$ cat src/rtl/mux41h_rr_arb_pkg.sv
// Shared definitions for the round-robin 4:1 mux arbiter.
//   ST_IDLE / ST_GRANT : FSM state encoding
//   req_idx_t          : 2-bit requester index (0..3 = a..d)
//   rr_pick_t          : result of a round-robin search (found flag + index)
//   onehot4()          : index -> one-hot select
//   rr_next()          : first asserted request after a given index, wrapping back to that index last
package mux41h_rr_arb_pkg;

  localparam logic [0:0] ST_IDLE  = 1'b0;
  localparam logic [0:0] ST_GRANT = 1'b1;

  typedef logic [1:0] req_idx_t;

  typedef struct packed {
    logic     found;
    req_idx_t idx;
  } rr_pick_t;

  function automatic logic [3:0] onehot4(input req_idx_t idx);
    return 4'b0001 << idx;
  endfunction

  // Search order p+1, p+2, p+3, p so the previous owner is only picked
  // again when nobody else is asking.
  function automatic rr_pick_t rr_next(input req_idx_t p, input logic [3:0] req);
    rr_pick_t r;
    req_idx_t cand;
    r.found = 1'b0;
    r.idx   = p;
    for (int k = 1; k <= 4; k++) begin
      cand = p + req_idx_t'(k);
      if (!r.found && req[cand]) begin
        r.found = 1'b1;
        r.idx   = cand;
      end
    end
    return r;
  endfunction

endpackage

$ cat src/rtl/mux41h_rr_arb_mux.sv
// One-hot 4:1 word mux (AND-OR structure, zero output when sel is 0000).
//   sel      in  4      one-hot select, bit i picks source i
//   a,b,c,d  in  WIDTH  source words 0..3
//   out      out WIDTH  selected word
module mux41hx11 #(
  parameter int WIDTH = 11
) (
  input  logic [3:0]       sel,
  input  logic [WIDTH-1:0] a,
  input  logic [WIDTH-1:0] b,
  input  logic [WIDTH-1:0] c,
  input  logic [WIDTH-1:0] d,
  output logic [WIDTH-1:0] out
);

  assign out = ({WIDTH{sel[0]}} & a) |
               ({WIDTH{sel[1]}} & b) |
               ({WIDTH{sel[2]}} & c) |
               ({WIDTH{sel[3]}} & d);

endmodule

$ cat src/rtl/mux41h_rr_arb.sv
// Round-robin arbiter sharing one one-hot 4:1 mux among four requesters.
// Drives the registered mux select, captures the selected word into an
// output register with valid/ready handshake and pulses a per-beat grant.
//   clk        in   1      rising-edge clock
//   reset_n    in   1      asynchronous active-low reset
//   req        in   4      pending word per requester, held until granted
//   a,b,c,d    in   WIDTH  source words of requesters 0..3
//   sel        out  4      registered one-hot select of current owner (0000 = none)
//   gnt        out  4      one-hot pulse: owner's word is captured this cycle
//   out        out  WIDTH  registered output word
//   out_valid  out  1      out holds an unconsumed word
//   out_ready  in   1      downstream accepts out when out_valid && out_ready
//
// state    | meaning
// ST_IDLE  | no owner, sel = 0000, waiting for any request
// ST_GRANT | owner holds the mux, sel = onehot(owner), beats while space
module mux41h_rr_arb
  import mux41h_rr_arb_pkg::*;
#(
  parameter int WIDTH    = 11,
  parameter int MAXBURST = 4
) (
  input  logic             clk,
  input  logic             reset_n,
  input  logic [3:0]       req,
  input  logic [WIDTH-1:0] a,
  input  logic [WIDTH-1:0] b,
  input  logic [WIDTH-1:0] c,
  input  logic [WIDTH-1:0] d,
  output logic [3:0]       sel,
  output logic [3:0]       gnt,
  output logic [WIDTH-1:0] out,
  output logic             out_valid,
  input  logic             out_ready
);

  localparam int             CW       = $clog2(MAXBURST + 1);
  localparam logic [CW-1:0]  CNT_LAST = CW'(MAXBURST - 1);

  logic [0:0]       state;
  req_idx_t         owner;
  req_idx_t         last_owner;
  logic [CW-1:0]    cnt;
  logic [WIDTH-1:0] mux_out;

  rr_pick_t pick_idle;
  rr_pick_t pick_hand;
  logic     is_grant;
  logic     space;
  logic     beat;
  logic     rel;

  mux41hx11 #(.WIDTH(WIDTH)) u_mux (
    .sel (sel),
    .a   (a),
    .b   (b),
    .c   (c),
    .d   (d),
    .out (mux_out)
  );

  assign pick_idle = rr_next(last_owner, req);
  assign pick_hand = rr_next(owner, req);

  assign is_grant = (state == ST_GRANT);
  assign space    = !out_valid || out_ready;
  assign beat     = is_grant && req[owner] && space;
  // Owner dropping req releases with no beat; hitting the burst limit
  // releases on the last beat so the hand-off costs no bubble.
  assign rel      = is_grant && (!req[owner] || (beat && (cnt == CNT_LAST)));

  assign gnt = beat ? onehot4(owner) : 4'b0000;

  always_ff @(posedge clk or negedge reset_n) begin
    if (!reset_n) begin
      state      <= ST_IDLE;
      sel        <= 4'b0000;
      out        <= '0;
      out_valid  <= 1'b0;
      cnt        <= '0;
      owner      <= 2'd0;
      last_owner <= 2'd3;
    end else begin
      if (beat) begin
        out       <= mux_out;
        out_valid <= 1'b1;
        cnt       <= cnt + 1'b1;
      end else if (out_valid && out_ready) begin
        out_valid <= 1'b0;
      end

      case (state)
        ST_IDLE: begin
          if (pick_idle.found) begin
            owner <= pick_idle.idx;
            sel   <= onehot4(pick_idle.idx);
            cnt   <= '0;
            state <= ST_GRANT;
          end
        end
        ST_GRANT: begin
          if (rel) begin
            last_owner <= owner;
            // A burst-limited owner still requesting may win again here
            // when no one else is waiting; cnt restart overrides the beat increment.
            if (pick_hand.found) begin
              owner <= pick_hand.idx;
              sel   <= onehot4(pick_hand.idx);
              cnt   <= '0;
            end else begin
              state <= ST_IDLE;
              sel   <= 4'b0000;
            end
          end
        end
        default: begin
          state <= ST_IDLE;
          sel   <= 4'b0000;
        end
      endcase
    end
  end

endmodule

$ cat config.mk
export PLATFORM = sky130hd
export DESIGN_NAME = mux41h_rr_arb
export DESIGN_NICKNAME = d
export VERILOG_FILES = /design/src/rtl/mux41h_rr_arb_pkg.sv /design/src/rtl/mux41h_rr_arb_mux.sv /design/src/rtl/mux41h_rr_arb.sv
export SDC_FILE = /design/constraint.sdc
export NUM_CORES = 1
export LEC_CHECK = 0
export CAP_MARGIN = 25
export CORE_ASPECT_RATIO = 0.6
export CORE_MARGIN = 1.5
export CORE_UTILIZATION = 25
export DETAILED_ROUTE_END_ITERATION = 10
export GPL_TIMING_DRIVEN = 0
export PLACE_DENSITY = 0.49
export SLEW_MARGIN = 5
export SYNTH_ARGS = -nofsm -noshare
export SYNTH_HDL_FRONTEND = slang
export SYNTH_HIERARCHICAL = 1
export SYNTH_SLANG_ARGS = --single-unit
export TNS_END_PERCENT = 50
$ cat constraint.sdc
create_clock -name clk -period 2.6 [get_ports clk]
set_clock_uncertainty 0.05 [all_clocks]
set_input_delay 0.26 -clock clk [delete_from_list [all_inputs] [get_ports clk]]
set_output_delay 0.26 -clock clk [all_outputs]
set_load 0.01 [all_outputs]
==> summary.md, run 1 <==
| Metric | Value |
|---|---|
| Status | `finished clean` |
| Root Driver | `clkbuf_16` |
| Area leader, netlist | `dfrtp_1` |
| Clock Latency Late Sink | `0.25 ns` |
| Post-DP HPWL | `slightly above 4 mm` |
| RSZ-0062 raised after global routing | `false` |
| GRT overflow | `0` |
| Antenna diodes | `0` |
| Die area | `between 7000 and 8000 sq um` |
| CTS Buf Count | `3` |
| Crit path kind | `flip-flop to output pin` |
| Yosys warning total | `6` |
| First-pass GRT wire length | `7.87 mm` |
| Mux cell area share after synthesis | `0.117` |
| CP Max Fanout | `10` |
| Violation count after the first detailed-route iteration | `a little under 90` |
| Placed cell count | `about 350` |
| Post-synthesis sequential area ratio | `0.345` |
| Critical Path RT | `approximately 2.3 ns` |
| H-Tree Depth | `1` |
| Post-Synth XOR/XNOR Area | `0.00501` |
| Post-Synth Adder-Cell Area | `0.0430` |
| GRT Util Overall | `0.132` |
| Top Ports | `71` |
| Fin crit period | `roughly 2.5 ns` |
| Seq cells post-synth | `24` |
| Final Hold Viols | `0` |
| Setup TNS | `0 ns` |
| Die height | `~68 um` |
| Share of flip-flops with an asynchronous set or reset | `1.00` |
| Power after layout | `2.72 mW` |
| DR vias | `between 1.5k and 2k` |
| Slowest CP cell | `mux4_2` |
| Final #Nets | `330` |
| Synth unique cells | `45` |
| Simple-gate share of the synthesized area | `0.226` |
| Main synth FF type | `dfrtp_1` |
| Synth area leaders | `dfrtp_1 (32%), nand2_1 (12%), a22oi_1 (9.5%)` |
| Final worst-path cycle share | `0.958` |
| Vias in the first global route | `between 1.5k and 2k` |
| Post-Syn Area | `~1700 sq um` |
| EDFF count, synth | `0` |
| Clock-pin transition on the worst setup and hold timing paths | `0.06 ns` |
| CTS tree | `done` |
| Initial antenna violation count | `0` |
| Clock sink total | `24` |
| Leak | `1.21 nW` |
| Hold WC Path Type | `input port to async pin` |
| Clk buf depth | `2` |
| Vias/cell | `roughly 4.6` |
| Synth cell count leaders | `nand2_1 (56), a22oi_1 (22), dfrtp_1 (22)` |
| Slack of the critical path | `between 0.1 and 0.15 ns` |
| Post-Syn Area per Cell | `8.91 sq um` |
| Area fraction of the dominant cell type after synthesis | `0.315` |
| Max_cap viols | `0` |
| DRT Pass-1 Iters | `4` |
| Worst Setup Start Kind | `flip-flop` |
| Count leader, synth | `nand2_1` |
| Power per cell area | `1020 nW/um^2` |
| Row Count | `23` |
| Synthesized Nets | `253` |
| Layout cells sized above 1 | `0.125` |
| Largest family of logic cells by synthesized area | `simple AND/OR/NAND/NOR gates` |
| Routed Antenna Nets | `0` |
| Compound-Gate Fraction of Synth Area | `0.188` |
| Setup violators final | `0` |
| Wirelength per Cell | `between 10 and 15 um` |
| Die width | `111 um` |
| Post-Synthesis Cells | `196` |
| Final cell count without fillers | `~360` |
| Port buffer count | `69` |
| VDD IR max | `between 0.0003 and 0.0004 V` |
| Slew Limit Fails | `0` |
| Kind of end point of the critical path | `output pin` |
| WP data arrival | `2.18 ns` |
| Dpl ws | `-0.0306 ns` |
| Core Area | `6710 sq um` |
| Largest net degree at the start of global routing | `18` |
| Routability cong. | `between 0.7 and 0.8` |
| Worst-Margin Slew | `0.472 ns` |
| Slew HR | `0.684` |
| Worst path cell trace | `buf_6, mux4_2, and3_2, and2_1, clkdlybuf4s50_1` |
| Starting Density | `0.260` |
| Residual DRC count | `0` |
| Fmax | `0.402 GHz` |
| Slowest cell delay on critical path | `roughly 0.5 ns` |
| Area grow syn2layout | `53.4%` |
| WL final | `around 5.0 mm` |
==> layer usage <==
layer,share of wire,up-vias,wire (um),GRT usage
met2,0.38,47,1930,0.174
met4,0.0054,0,27,0.0208
met3,0.058,2,292,0.0377
met1,0.55,764,2770,0.207
met5,0,-,0,0
li1,-,852,-,-
==> power by group <==
group	total [mW]	switching (mW)	leakage, nW	internal, mW
combinational	1.69	0.835	0.874	0.860
sequential	0.665	0.111	0.292	0.554
clock	0.362	0.127	0.0442	0.235
==> path summary, 6_finish.rpt <==
kind                       cells after the start  slack [ns]       endpoint     start
hold reg to reg                                2        0.43         out[7]    out[7]
hold / removal                                 1        0.25         cnt[2]   reset_n
setup / recovery                               5        0.11         gnt[2]  owner[0]
min in group clk                               3        0.31       is_grant    req[0]
max in group asynchronous                      2        1.71  last_owner[0]   reset_n
setup reg to reg                               8        0.12         sel[3]  owner[1]
==> per-stage QoR <==
stage          area, sq um  utilization  hold slack [ns]
2_1_floorplan         1750            -          -0.0856
3_3_place_gp          2550        0.380            0.409
3_5_place_dp          2560        0.382            0.416
4_1_cts               2680        0.399            0.261
5_1_grt               2680        0.400            0.286
6_report              2680        0.400            0.254
==> flip-flops by register name (all words and copies together), names as in the netlist <==
name	cells
cnt	3
is_grant	1
last_owner	2
out	11
out_valid	1
owner	2
sel	4
==> logic make-up (layout without fill, tap and decap cells) <==
group	count (synthesis)	in the layout
xor+xnor	1	1
mux	17	17
simple gates	85	85
fa+ha+maj	6	6
compound gates	44	44
flops	24	24
buf+inv	19	95
==> cell usage in the layout, fill, tap and decap left out, types with 5 or more instances in the layout <==
cell / count
nand2_1: 56
a22oi_1: 22
a21oi_1: 5
and2_1: 5
clkdlybuf4s50_1: 66
buf_4: 6
dfrtp_1: 22
nor2_1: 5
buf_6: 6
mux2i_1: 8
ha_1: 6
==> critical path: cells and delay by family, from the launching register on <==
kind	cells	cell delay [ns]
and+or+nand+nor	2	0.49
buffers and inverters	2	0.57
DFF	1	0.36
muxes	1	0.51
==> final cells by class <==
type                            instances  area, sq um
Multi-Input combinational cell        153         1010
Clock buffer                            4         88.8
Timing Repair Buffer                   73          732
Buffer                                 14          115
Tap cell                               87          109
Sequential cell                        24          603
Fill cell                             716         4030
Inverter                                4         20.0
==> what timing repair did <==
action                     4_1_cts  5_1_grt
setup buffers                    3        0
gates resized for setup          2        4
hold endpoints to repair         0        0
gates cloned                     0        0
setup endpoints to repair        4        6
hold buffers                     0        0
Note: power is estimated with default switching activity, not from simulation.
==> inputs of run 2 (changes only) <==
--- a/config.mk
+++ b/config.mk
@@ -10,6 +10,7 @@
 export CORE_MARGIN = 1.5
 export CORE_UTILIZATION = 25
 export DETAILED_ROUTE_END_ITERATION = 10
+export GPL_ROUTABILITY_DRIVEN = 1
 export GPL_TIMING_DRIVEN = 0
 export PLACE_DENSITY = 0.49
 export SLEW_MARGIN = 5
==> results of run 2 <==
No change in the layout: final DEF, timing and power equal those of run 1.
